===== src/rtl/seg_display_if.sv =====
// rtl/seg_display_if.sv - control and display bus of the hex 7-segment driver
interface seg_display_if #(
  parameter int NUM_DIGITS = 8
);
  logic [4*NUM_DIGITS-1:0] value;
  logic                    load;
  logic [NUM_DIGITS-1:0]   digit_en;
  logic [NUM_DIGITS-1:0]   blink_mask;
  logic                    lz_en;
  logic [7*NUM_DIGITS-1:0] seg;
  logic [NUM_DIGITS-1:0]   an;
  logic [6:0]              seg_scan;

  modport master (
    output value, load, digit_en, blink_mask, lz_en,
    input  seg, an, seg_scan
  );

  modport slave (
    input  value, load, digit_en, blink_mask, lz_en,
    output seg, an, seg_scan
  );
endinterface


===== src/rtl/seg_display_driver.sv =====
// rtl/seg_display_driver.sv - N-digit hex 7-segment driver with static and scanned outputs
module seg_display_driver #(
  parameter int NUM_DIGITS = 8,
  parameter int BLINK_DIV  = 25000,
  parameter int SCAN_DIV   = 1000
) (
  input  logic         clk,
  input  logic         rst,
  seg_display_if.slave bus
);
  localparam int BW = $clog2(BLINK_DIV);
  localparam int SW = (SCAN_DIV > 1) ? $clog2(SCAN_DIV) : 1;
  localparam int IW = (NUM_DIGITS > 1) ? $clog2(NUM_DIGITS) : 1;

  logic [4*NUM_DIGITS-1:0] value_q;
  logic [BW-1:0]           blink_cnt;
  logic                    blink_off;
  logic [SW-1:0]           scan_cnt;
  logic [IW-1:0]           scan_idx;
  logic [6:0]              seg_q [NUM_DIGITS];
  logic [6:0]              seg_d [NUM_DIGITS];
  logic [NUM_DIGITS-1:0]   an_q;
  logic [6:0]              seg_scan_q;
  logic [NUM_DIGITS-1:0]   zero_from;
  logic                    zero_run;
  logic                    blank;

  function automatic logic [6:0] decode(input logic [3:0] n);
    case (n)
      4'h0: decode = 7'h01;
      4'h1: decode = 7'h4F;
      4'h2: decode = 7'h12;
      4'h3: decode = 7'h06;
      4'h4: decode = 7'h4C;
      4'h5: decode = 7'h24;
      4'h6: decode = 7'h20;
      4'h7: decode = 7'h0F;
      4'h8: decode = 7'h00;
      4'h9: decode = 7'h04;
      4'hA: decode = 7'h08;
      4'hB: decode = 7'h60;
      4'hC: decode = 7'h31;
      4'hD: decode = 7'h42;
      4'hE: decode = 7'h30;
      default: decode = 7'h38;
    endcase
  endfunction

  // zero_from[i]: every nibble from i up to the top digit is zero
  always_comb begin
    zero_from = '0;
    zero_run  = 1'b1;
    blank     = 1'b0;
    for (int i = NUM_DIGITS - 1; i >= 0; i--) begin
      zero_run     = zero_run & (value_q[4*i +: 4] == 4'h0);
      zero_from[i] = zero_run;
    end
    for (int i = 0; i < NUM_DIGITS; i++) begin
      blank    = ~bus.digit_en[i]
               | (blink_off & bus.blink_mask[i])
               | (bus.lz_en & (i != 0) & zero_from[i]);
      seg_d[i] = blank ? 7'h7F : decode(value_q[4*i +: 4]);
    end
  end

  always_ff @(posedge clk) begin
    if (!rst) begin
      value_q    <= '0;
      blink_cnt  <= '0;
      blink_off  <= 1'b0;
      scan_cnt   <= '0;
      scan_idx   <= '0;
      an_q       <= '1;
      seg_scan_q <= 7'h7F;
      for (int i = 0; i < NUM_DIGITS; i++) seg_q[i] <= 7'h7F;
    end else begin
      if (bus.load) value_q <= bus.value;

      if (blink_cnt == BW'(BLINK_DIV - 1)) begin
        blink_cnt <= '0;
        blink_off <= ~blink_off;
      end else begin
        blink_cnt <= blink_cnt + 1'b1;
      end

      if (scan_cnt == SW'(SCAN_DIV - 1)) begin
        scan_cnt <= '0;
        scan_idx <= (scan_idx == IW'(NUM_DIGITS - 1)) ? '0 : scan_idx + 1'b1;
      end else begin
        scan_cnt <= scan_cnt + 1'b1;
      end

      // anode and scanned segments come from the same index so they switch together
      an_q       <= ~(NUM_DIGITS'(1) << scan_idx);
      seg_scan_q <= seg_q[scan_idx];
      seg_q      <= seg_d;
    end
  end

  always_comb begin
    bus.seg = '1;
    for (int i = 0; i < NUM_DIGITS; i++) bus.seg[7*i +: 7] = seg_q[i];
  end

  assign bus.an       = an_q;
  assign bus.seg_scan = seg_scan_q;
endmodule


===== src/flat_wrapper.sv =====
// flat-port wrapper written by rule: the top's interface ports become plain ports
module seg_display_driver_flat 
#(
  parameter int NUM_DIGITS = 8,
  parameter int BLINK_DIV  = 25000,
  parameter int SCAN_DIV   = 1000
)
  (clk, rst, bus_value, bus_load, bus_digit_en, bus_blink_mask, bus_lz_en, bus_seg, bus_an, bus_seg_scan);
  seg_display_if #(.NUM_DIGITS(NUM_DIGITS)) bus_i ();
  input  logic clk;
  input  logic rst;
  input wire logic [$bits(bus_i.value)-1:0] bus_value;
  input wire logic [$bits(bus_i.load)-1:0] bus_load;
  input wire logic [$bits(bus_i.digit_en)-1:0] bus_digit_en;
  input wire logic [$bits(bus_i.blink_mask)-1:0] bus_blink_mask;
  input wire logic [$bits(bus_i.lz_en)-1:0] bus_lz_en;
  output wire logic [$bits(bus_i.seg)-1:0] bus_seg;
  output wire logic [$bits(bus_i.an)-1:0] bus_an;
  output wire logic [$bits(bus_i.seg_scan)-1:0] bus_seg_scan;
  assign bus_i.value = bus_value;
  assign bus_i.load = bus_load;
  assign bus_i.digit_en = bus_digit_en;
  assign bus_i.blink_mask = bus_blink_mask;
  assign bus_i.lz_en = bus_lz_en;
  assign bus_seg = bus_i.seg;
  assign bus_an = bus_i.an;
  assign bus_seg_scan = bus_i.seg_scan;
  seg_display_driver #(.NUM_DIGITS(NUM_DIGITS), .BLINK_DIV(BLINK_DIV), .SCAN_DIV(SCAN_DIV)) u_core (.clk(clk), .rst(rst), .bus(bus_i));
endmodule

===== config.mk =====
export PLATFORM = sky130hd
export DESIGN_NAME = seg_display_driver_flat
export DESIGN_NICKNAME = d
export VERILOG_FILES = /design/src/rtl/seg_display_if.sv /design/src/rtl/seg_display_driver.sv /design/src/flat_wrapper.sv
export SDC_FILE = /design/constraint.sdc
export NUM_CORES = 1
export LEC_CHECK = 0
export BUFFER_PORTS_ARGS = -buffer_cell sky130_fd_sc_hd__buf_4
export CAP_MARGIN = 10
export CORE_MARGIN = 1.5
export CORE_UTILIZATION = 56
export DETAILED_ROUTE_END_ITERATION = 8
export PLACE_DENSITY = 0.8
export SLEW_MARGIN = 5
export SYNTH_ARGS = -nofsm -noshare
export SYNTH_HDL_FRONTEND = slang
export SYNTH_SLANG_ARGS = --single-unit

===== constraint.sdc =====
create_clock -name clk -period 2.5 [get_ports clk]
set_input_delay 0.25 -clock clk [delete_from_list [all_inputs] [get_ports clk]]
set_output_delay 0.25 -clock clk [all_outputs]
set_load 0.005 [all_outputs]

==> results of run 1 <==
[path summary, 6_finish.rpt]
check,startpoint,end,slack [ps]
hold / removal,bus_value[13],u_core.value_q[13],90
setup / recovery,u_core.value_q[29],u_core.bus.seg[27],330
hold reg to reg,u_core.scan_cnt[0],u_core.scan_cnt[0],450
setup reg to reg,u_core.value_q[29],u_core.bus.seg[27],330
[state kept, by name, summed over array words and instances, names as in the netlist]
name / cells
u_core.scan_idx: 3
u_core.blink_cnt: 15
u_core.bus.seg_scan: 7
u_core.blink_off: 1
u_core.scan_cnt: 10
u_core.bus.seg: 56
u_core.value_q: 32
u_core.bus.an: 8
[cell usage in the layout (no fill, tap or decap), drive strengths merged, types with 2 or more instances in the layout]
cell type    n
nand2       85
or4          2
nor3b        4
ha          50
clkbuf      24
mux2i       36
nor2        49
bufinv       2
xor2         6
and2         8
clkinv       5
a211oi       3
o211ai      15
a221oi       3
xnor2       15
a31oi        2
a21boi       5
and3         5
nand2b      11
nor3         8
a21oi       12
buf        126
mux4        14
or2          2
nand3b       9
nand3       38
nand4        5
o21ai       32
a32oi        5
mux2        13
clkinvlp     2
o311ai      21
dfxtp      132
inv         32
nor4         3
nor2b       37
[power by group through the flow]
stage / combinational [mW] / clock [mW] / sequential [mW]
floorplan: 0.361 / 0 / 2.33
global placement: 0.563 / 0 / 2.39
detailed placement: 0.579 / 0 / 2.39
CTS: 0.583 / 2.48 / 2.35
global route: 0.648 / 2.58 / 2.36
finish: 0.581 / 2.45 / 2.35
[kinds of logic (layout without fill, tap and decap cells)]
logic type,after synthesis,in the layout,share of synthesized area
and+or+nand+nor,273,273,0.2054
DFF,132,132,0.4010
AOI/OAI and AO/OA,101,101,0.1061
buffers and inverters,69,191,0.03987
muxes,63,63,0.1247
adders and majority gates,50,50,0.09493
xor gates and xnor gates,21,21,0.02791
[layer usage]
layer | up-vias | share of wire | GRT usage
li1 | 2689 | - | -
met1 | 2530 | 0.43 | 0.3231
met2 | 135 | 0.50 | 0.4360
met3 | 24 | 0.044 | 0.06206
met4 | 0 | 0.022 | 0.09536
met5 | - | 0 | 0
[stage by stage]
stage / util / hold slack (ps) / cells
final: 0.7122 / 91.41 / 974
after global routing: 0.7122 / 90.13 / 974
after CTS: 0.7122 / 80.62 / 974
after detailed placement: 0.6607 / 443.9 / 942
after global placement: 0.6607 / 429.5 / 942
after floorplan: - / 403.5 / 709
[worst reg2reg max path: cells and delay by family (launching register included)]
kind                     cells  cell delay, ps
AND/OR/NAND/NOR              2             510
flip-flops                   1             450
buffers and inverters        1             110
adder cells (fa/ha/maj)      1             230
AO/OA/AOI/OAI                2             700
[layout make-up]
class | count | area share
clock buffer | 24 | 0.06021
clock inverter | 8 | 0.01210
inverter | 33 | 0.01517
sequential | 132 | 0.3236
multi-input combinational | 508 | 0.4512
tap | 143 | 0.02191
timing repair buffer | 126 | 0.1158
==> out/results.md, run 1 <==
Critical path
• Critical Path Fanout Max: 7
• WP depth: 6
• combined buffer and inverter count along the critical path: 1
• CP Class: register to register
• data required time at the worst endpoint: 2750 ps
• Critical Path Slowest Stage Cell: sky130_fd_sc_hd__dfxtp_1
• slowest stage delay, CP: 450 ps
• cell family with the largest share of critical-path delay: compound AO/OA/AOI/OAI gates
• kind of start point of the critical path: register
• FF-to-FF path depth: 6
• sequence of cells on the critical path: inv_1 > ha_1 > and4bb_2 > and4_1 > a221oi_2 > o311ai_0
• arrival time at the worst endpoint: 2420 ps
• Critical Path End Type: register

Job
• number of violations of the max-capacitance limit: 0

Run status
• run status: complete, no violations

Clock tree
• hold-fix buffer count after cts: 0
• buffers inserted by post-CTS timing repair: 0
• clock buffers created by TritonCTS: 17
• Root Buffer Master: sky130_fd_sc_hd__clkbuf_16
• CTS resizes: 0
• H-tree Lvls: 4
• number of clock sinks seen by CTS: 132
• worst-skew pair later-pin latency: 420 ps
• clock tree from TritonCTS: yes
• deepest clock path buffer count: 2
• clock slew seen by the registers of the worst setup and hold paths: 60 ps

Synth
• top cell types by occurrence after synthesis: sky130_fd_sc_hd__dfxtp_1, sky130_fd_sc_hd__nand2_1, sky130_fd_sc_hd__ha_1
• cell with the most instances after synthesis: sky130_fd_sc_hd__dfxtp_1
• flop and latch count out of synthesis: 132
• number of nets produced by synthesis: 811
• sequential cell area fraction in the yosys report: 0.4010
• Yosys top cell area share: 0.4010
• number of distinct library cell variants in the gate-level netlist after synthesis: 50
• most common flop cell mapped by yosys: sky130_fd_sc_hd__dfxtp_1
• synth warn: 0
• cell area after synthesis: 0.006590 mm²
• main area contributors after synthesis: sky130_fd_sc_hd__dfxtp_1, sky130_fd_sc_hd__ha_1, sky130_fd_sc_hd__mux2i_1
• Synth async-reset ratio: 0
• mean instance size in the synthesized netlist: 9.295 µm²
• post-synthesis cell type with the largest combined area: sky130_fd_sc_hd__dfxtp_1
• number of synthesized flops with an enable pin: 0
• Cells after Synth: 709

STA
• maximum clock skew at final layout: 4.741 ps
• Setup WS post-layout: 330.5 ps
• crit path time final: 2170 ps
• Finish-stage setup viols: 0
• final hold violation count: 0
• post-route clock period utilization: 0.8678
• unrepaired setup endpoints after global routing: no
• number of slew-limit violations in the final report: 0
• Max Clk Rate: 460.9 MHz
• measured slew at the worst slew-check pin: 838.8 ps
• sum of negative setup slack: 0 ps
• remaining max-slew budget at the tightest pin: 0.4401

Place
• count of buffers inserted at the top-level ports: 122
• minimum setup slack after placement: 337.8 ps
• cell area reported after detailed placement: 0.007576 mm²
• dpl hpwl: 11520 µm
• gp weighted congestion: 0.8833

Layout
• # fillers: 860
• area taken by flip-flops and latches: 0.002643 mm²
• layout cell share with drive strength beyond 1: 0.2274
• Final #Nets: 920
• total area of multi-input combinational cells: 0.003685 mm²
• antenna diode count: 0
• Area Growth Syn to Fin: 23.92%
• Final Cell Area: 0.008167 mm²

Drt
• remaining design rule violation count: 0
• aggregate routed wire length: 15590 µm
• post-DR vias/cell: 5.522
• Vias: 5378
• DR WL/cell: 16.01 µm
• initial drt markers: 242
• count of nets left with antenna violations after detail routing: 0
• 1st-pass router iterations: 5

Min path
• worst hold path depth: 3
• path type of the worst min-delay path: input port to register

Floorplan
• die width: 111.5 µm
• die area: 0.01243 mm²
• die height: 111.5 µm
• effective utilization at floorplan: 0.5747
• count of pins on the block boundary: 123
• area inside the core boundary: 0.01147 mm²
• number of placement rows: 39

GRT
• global route overflow: 0
• global-route wire length before repair: 25530 µm
• pin count of the biggest net entering global routing: 38
• total routing resource utilization after global routing: 0.2585
• antenna violations before repair: 0
• number of global-route vias before repair: 5158

Pwr
• net switching fraction of the power: 0.2390
• part of the power in the clock network: 0.456
• sequential power share: 0.437
• Max rail drop VDD: 0.0009684 V
• power density normalized to cell area: 659.4 mW/mm²
• sum of internal, switching and leakage power: 5.385 mW
• switching power: 1.287 mW
• Internal: 4.098 mW
• share of power burned in combinational logic: 0.108
• Leakage Power: 3.315 nW

Power figures use the tool's default switching activity.
==> inputs of run 2 (changes only) <==
--- a/config.mk
+++ b/config.mk
@@ -8,9 +8,10 @@
 export BUFFER_PORTS_ARGS = -buffer_cell sky130_fd_sc_hd__buf_4
 export CAP_MARGIN = 10
 export CORE_MARGIN = 1.5
-export CORE_UTILIZATION = 56
+export CORE_UTILIZATION = 51
 export DETAILED_ROUTE_END_ITERATION = 8
-export PLACE_DENSITY = 0.8
+export MAX_ROUTING_LAYER = met4
+export PLACE_DENSITY = 0.74
 export SLEW_MARGIN = 5
 export SYNTH_ARGS = -nofsm -noshare
 export SYNTH_HDL_FRONTEND = slang
==> out/results.md, run 2 (synthesis gave the netlist of run 1 again) <==
STA
• maximum clock skew at final layout: 5.798 ps, +1.057 ps
• unrepaired setup endpoints after global routing: no
• number of slew-limit violations in the final report: 0, unchanged
• crit path time final: 2135 ps, -34.79 ps
• final hold violation count: 0, unchanged
• remaining max-slew budget at the tightest pin: 0.4694, +0.02936
• Finish-stage setup viols: 0, unchanged
• post-route clock period utilization: 0.8539, -0.01391
• sum of negative setup slack: 0 ps, unchanged
• Max Clk Rate: 468.4 MHz, +1.6%
• measured slew at the worst slew-check pin: 794.8 ps, -43.98 ps
• Setup WS post-layout: 365.2 ps, +34.79 ps

Drt
• count of nets left with antenna violations after detail routing: 0, unchanged
• remaining design rule violation count: 0, unchanged
• DR WL/cell: 16.07 µm, +0.38%
• post-DR vias/cell: 5.388, -2.4%
• 1st-pass router iterations: 5, unchanged
• aggregate routed wire length: 16130 µm, +3.5%
• initial drt markers: 354, +46%
• Vias: 5410, +0.60%

GRT
• antenna violations before repair: 0, unchanged
• number of global-route vias before repair: 5087, -1.4%
• pin count of the biggest net entering global routing: 39, +2.6%
• global-route wire length before repair: 25420 µm, -0.43%
• global route overflow: 0, unchanged
• total routing resource utilization after global routing: 0.2555, -0.003003

Floorplan
• die height: 116.7 µm, +4.7%
• count of pins on the block boundary: 123, unchanged
• number of placement rows: 41, +5.1%
• effective utilization at floorplan: 0.5222, -0.05248
• area inside the core boundary: 0.01262 mm², +10%
• die area: 0.01361 mm², +9.5%
• die width: 116.7 µm, +4.7%

Min path
• Min-Delay Startpoint: bus_value[27]
• worst hold path depth: 3, unchanged
• path type of the worst min-delay path: input port to register
• Worst Hold End: u_core.value_q[27]

Critical path
• capture point of the worst reg-to-reg path: u_core.bus.seg[24]
• slowest stage delay, CP: 440 ps, about the same
• Critical Path Fanout Max: 7, unchanged
• FF-to-FF path depth: 6, unchanged
• data required time at the worst endpoint: 2760 ps, about the same
• arrival time at the worst endpoint: 2400 ps, -20 ps
• Critical Path Slowest Stage Cell: sky130_fd_sc_hd__a221oi_2
• CP Class: register to register
• kind of start point of the critical path: register
• setup slack of the worst register-to-register path: 370 ps, +30 ps
• Critical Path End Type: register
• Worst R2R Start: u_core.value_q[28]
• sequence of cells on the critical path: inv_1 > ha_1 > and4bb_2 > and4_1 > a221oi_2 > o311ai_0

Clock tree
• buffers inserted by post-CTS timing repair: 0, unchanged
• Root Buffer Master: sky130_fd_sc_hd__clkbuf_16
• deepest clock path buffer count: 2, unchanged
• number of clock sinks seen by CTS: 132, unchanged
• hold-fix buffer count after cts: 0, unchanged
• CTS resizes: 0, unchanged
• clock buffers created by TritonCTS: 17, unchanged
• H-tree Lvls: 4, unchanged
• worst-skew pair later-pin latency: 420 ps, about the same
• clock tree from TritonCTS: yes
• clock slew seen by the registers of the worst setup and hold paths: 60 ps, about the same

Layout
• # fillers: 1076, +25%
• core utilization of the finished layout: 0.6530, -0.05918
• layout cell share with drive strength beyond 1: 0.2320, +0.004534
• flip-flop count of the largest register after layout: 56, unchanged
• most used cells in the layout excluding fill and tap cells: sky130_fd_sc_hd__dfxtp_1, sky130_fd_sc_hd__buf_4, sky130_fd_sc_hd__nand2_1, sky130_fd_sc_hd__ha_1, sky130_fd_sc_hd__nor2_1
• antenna diode count: 0, unchanged
• most frequent standard cell in the layout excluding fill and tap cells: sky130_fd_sc_hd__dfxtp_1
• Post-Layout Cell Count: 1004, +3.1%
• Final #Nets: 921, +0.11%
• Final Cell Area: 0.008240 mm², +0.90%
• Area Growth Syn to Fin: 25.04%

Pwr
• Leakage Power: 3.332 nW, +0.52%
• power density normalized to cell area: 667.2 mW/mm², +1.2%
• Max rail drop VDD: 0.0006244 V, -36%

Run status
• run status: complete, no violations

Place
• dpl hpwl: 11940 µm, +3.7%
• count of buffers inserted at the top-level ports: 122, unchanged
• minimum setup slack after placement: 389.6 ps, +51.81 ps
• gp weighted congestion: 0.9196, +4.1%
• DP Cell Count: 972, +3.2%
• cell area reported after detailed placement: 0.007620 mm², +0.58%

Job
• number of violations of the max-capacitance limit: 0, unchanged

run 2: final cells by class:
type                       count  area, µm²  share of cell area
clock inverter                12      153.9             0.01868
clock buffer                  20      466.7             0.05664
sequential                   132       2643              0.3207
inverter                      33      123.9             0.01503
timing repair buffer         127      953.4              0.1157
multi-input combinational    508       3685              0.4472
tap                          172      215.2             0.02612
run 2: power breakdown:
part | leakage [nW] | total, mW | switching (mW) | internal, mW
sequential | 1.09 | 2.35 | 0.139 | 2.21
combinational | 1.95 | 0.584 | 0.268 | 0.316
clock | 0.298 | 2.56 | 0.918 | 1.64
total | 3.33 | 5.50 | 1.33 | 4.17
run 2: worst max-delay path by stage:
stage	start	to	slack [ps]	depth (start not counted)
6_report	u_core.value_q[28]	u_core.bus.seg[24]	370	6
2_1_floorplan	u_core.value_q[28]	u_core.bus.seg[27]	680	6
3_3_place_gp	u_core.value_q[28]	u_core.bus.seg[27]	510	6
3_5_place_dp	u_core.value_q[28]	u_core.bus.seg[24]	390	6
4_1_cts	u_core.value_q[24]	u_core.bus.seg[24]	370	6
5_1_grt	u_core.value_q[29]	u_core.bus.seg[24]	150	6
run 2: stage by stage:
stage	power [mW]	hold slack [ps]
6_report	5.498	81.41
5_1_grt	5.722	78.47
4_1_cts	5.533	74.65
3_5_place_dp	2.974	443.9
3_3_place_gp	2.955	430.3
2_1_floorplan	2.690	403.5
run 2: critical path, delay by kind of cell, from the launching register on:
kind                     cells  cell delay, ps
flip-flops                   1             410
buffers and inverters        1             130
adder cells (fa/ha/maj)      1             240
AO/OA/AOI/OAI                2             670
AND/OR/NAND/NOR              2             520
run 2: metal layers:
layer / global-route usage / share of wire / vias to the layer above
met5: - / 0 / -
met2: 0.4247 / 0.51 / 170
met1: 0.2987 / 0.41 / 2509
li1: - / - / 2700
met4: 0.09799 / 0.025 / 0
met3: 0.06435 / 0.054 / 31
==> inputs of run 3 (changes only) <==
--- a/config.mk
+++ b/config.mk
@@ -11,7 +11,7 @@
 export CORE_UTILIZATION = 51
 export DETAILED_ROUTE_END_ITERATION = 8
 export MAX_ROUTING_LAYER = met4
-export PLACE_DENSITY = 0.74
+export PLACE_DENSITY_LB_ADDON = 0.25
 export SLEW_MARGIN = 5
 export SYNTH_ARGS = -nofsm -noshare
 export SYNTH_HDL_FRONTEND = slang
==> out/results.md, run 3 (synthesis gave the netlist of run 1 again) <==
Run status
• run status: complete, no violations

Floorplan
• die width: 116.7 µm, unchanged
• area inside the core boundary: 0.01262 mm², unchanged
• die area: 0.01361 mm², unchanged
• count of pins on the block boundary: 123, unchanged
• die height: 116.7 µm, unchanged
• effective utilization at floorplan: 0.5222, unchanged
• number of placement rows: 41, unchanged

Clock tree
• clock buffers created by TritonCTS: 17, unchanged
• Root Buffer Master: sky130_fd_sc_hd__clkbuf_16
• H-tree Lvls: 4, unchanged
• clock slew seen by the registers of the worst setup and hold paths: 60 ps, about the same
• worst-skew pair later-pin latency: 430 ps, about the same
• clock tree from TritonCTS: yes
• hold-fix buffer count after cts: 0, unchanged
• CTS resizes: 0, unchanged
• number of clock sinks seen by CTS: 132, unchanged
• deepest clock path buffer count: 2, unchanged
• buffers inserted by post-CTS timing repair: 0, unchanged

GRT
• fraction of met2 tracks used by global routing: 0.4176, -0.007059
• met1 usage: 0.3122, +0.01350
• global route overflow: 0, unchanged
• GR peak layer: met2
• antenna violations before repair: 0, unchanged
• pin count of the biggest net entering global routing: 41, +5.1%
• total routing resource utilization after global routing: 0.2585, +0.003038
• global-route wire length before repair: 25890 µm, +1.8%
• number of global-route vias before repair: 5196, +2.1%
• met3 track demand over resource: 0.07577, +0.01142

Layout
• area taken by flip-flops and latches: 0.002643 mm², unchanged
• most used cells in the layout excluding fill and tap cells: sky130_fd_sc_hd__dfxtp_1, sky130_fd_sc_hd__buf_4, sky130_fd_sc_hd__nand2_1, sky130_fd_sc_hd__ha_1, sky130_fd_sc_hd__nor2_1
• most frequent standard cell in the layout excluding fill and tap cells: sky130_fd_sc_hd__dfxtp_1
• Area Growth Syn to Fin: 24.80%
• # fillers: 1070, -0.56%
• antenna diode count: 0, unchanged
• layout cell share with drive strength beyond 1: 0.2314, -0.0005563
• flip-flop count of the largest register after layout: 56, unchanged
• Final #Nets: 923, +0.22%
• total area of multi-input combinational cells: 0.003685 mm², unchanged

Critical path
• slowest stage delay, CP: 500 ps, +60 ps
• cell family with the largest share of critical-path delay: compound AO/OA/AOI/OAI gates
• Critical Path End Type: register
• combined buffer and inverter count along the critical path: 1, unchanged
• arrival time at the worst endpoint: 2490 ps, +90 ps
• sequence of cells on the critical path: inv_1 > ha_1 > and4bb_2 > and4_1 > a211oi_2 > o311ai_0
• Critical Path Slowest Stage Cell: sky130_fd_sc_hd__a211oi_2
• Critical Path Fanout Max: 7, unchanged
• kind of start point of the critical path: register
• data required time at the worst endpoint: 2750 ps, about the same
• CP Class: register to register

Min path
• path type of the worst min-delay path: input port to register

STA
• unrepaired setup endpoints after global routing: no
• Max Clk Rate: 446.9 MHz, -4.6%
• post-route clock period utilization: 0.8950, +0.04109
• crit path time final: 2237 ps, +102.7 ps
• sum of negative setup slack: 0 ps, unchanged
• maximum clock skew at final layout: 8.179 ps, +2.380 ps
• Finish-stage setup viols: 0, unchanged
• measured slew at the worst slew-check pin: 862.3 ps, +67.50 ps
• number of slew-limit violations in the final report: 0, unchanged
• final hold violation count: 0, unchanged
• remaining max-slew budget at the tightest pin: 0.4244, -0.04506

Pwr
• Leakage Power: 3.337 nW, +0.14%
• sum of internal, switching and leakage power: 5.410 mW, -1.6%
• Max rail drop VDD: 0.0004886 V, -22%
• power density normalized to cell area: 657.8 mW/mm², -1.4%

Drt
• count of nets left with antenna violations after detail routing: 0, unchanged
• Vias: 5441, +0.57%
• 1st-pass router iterations: 4, -1
• post-DR vias/cell: 5.409, +0.37%
• aggregate routed wire length: 16310 µm, +1.1%
• DR WL/cell: 16.21 µm, +0.89%
• initial drt markers: 524, +48%
• remaining design rule violation count: 0, unchanged

Place
• count of buffers inserted at the top-level ports: 122, unchanged
• gp weighted congestion: 0.9133, -0.69%
• dpl hpwl: 11930 µm, -0.10%

Job
• number of violations of the max-capacitance limit: 0, unchanged

run 3: changes by cell type in the layout (fill, tap and decap cells not counted):
| cell | previous run | this run |
|---|---|---|
| sky130_fd_sc_hd__buf_4 | 127 | 129 |
| sky130_fd_sc_hd__bufinv_16 | 3 | 2 |
| sky130_fd_sc_hd__clkbuf_1 | 0 | 2 |
| sky130_fd_sc_hd__clkbuf_8 | 3 | 4 |
| sky130_fd_sc_hd__clkinv_2 | 3 | 5 |
| sky130_fd_sc_hd__clkinv_4 | 3 | 1 |
| sky130_fd_sc_hd__clkinvlp_4 | 3 | 1 |
run 3: report_power, final:
group / switching (mW) / internal, mW / total, mW
combinational: 0.274 / 0.319 / 0.593
sequential: 0.135 / 2.21 / 2.35
clock: 0.904 / 1.56 / 2.47
run 3: routing by layer:
| layer | vias up | wire length, µm |
|---|---|---|
| met4 | 0 | 265 |
| li1 | 2692 | - |
| met5 | - | 0 |
| met1 | 2563 | 6976 |
| met3 | 25 | 935 |
| met2 | 161 | 8129 |
run 3: final cells by class:
type                            count  area share
Inverter                           33     0.01506
Clock buffer                       23     0.05933
Multi-Input combinational cell    508      0.4480
Tap cell                          172     0.02617
Clock inverter                      9     0.01232
Timing Repair Buffer              129      0.1178
Sequential cell                   132      0.3213
run 3: per-stage QoR:
| stage | setup WS, ps | instances | hold slack, ps | cell area [µm²] | util |
|---|---|---|---|---|---|
| final | 262.5 | 1006 | 86.01 | 8224 | 0.6517 |
| after global routing | 150.0 | 1006 | 76.81 | 8224 | 0.6517 |
| after CTS | 323.8 | 1006 | 73.25 | 8224 | 0.6517 |
| after detailed placement | 353.0 | 974 | 438.7 | 7635 | 0.6050 |
| after global placement | 497.0 | 974 | 429.0 | 7635 | 0.6050 |
| after floorplan | 679.2 | 709 | 403.5 | 6590 | - |
run 3: worst paths after layout:
kind	from	to	slack, ps	cells past startpoint
worst max-delay path	u_core.value_q[28]	u_core.bus.seg[34]	260	6
worst min-delay path	bus_value[10]	u_core.value_q[10]	90	3
worst max register to register	u_core.value_q[28]	u_core.bus.seg[34]	260	6
worst min register to register	u_core.scan_cnt[0]	u_core.scan_cnt[0]	450	1
run 3: tightest hold or removal path, delay by kind of cell:
| kind | cells | cell delay [ps] |
|---|---|---|
| simple gates | 1 | 90 |
| mux | 1 | 50 |
| buf+inv | 1 | 80 |
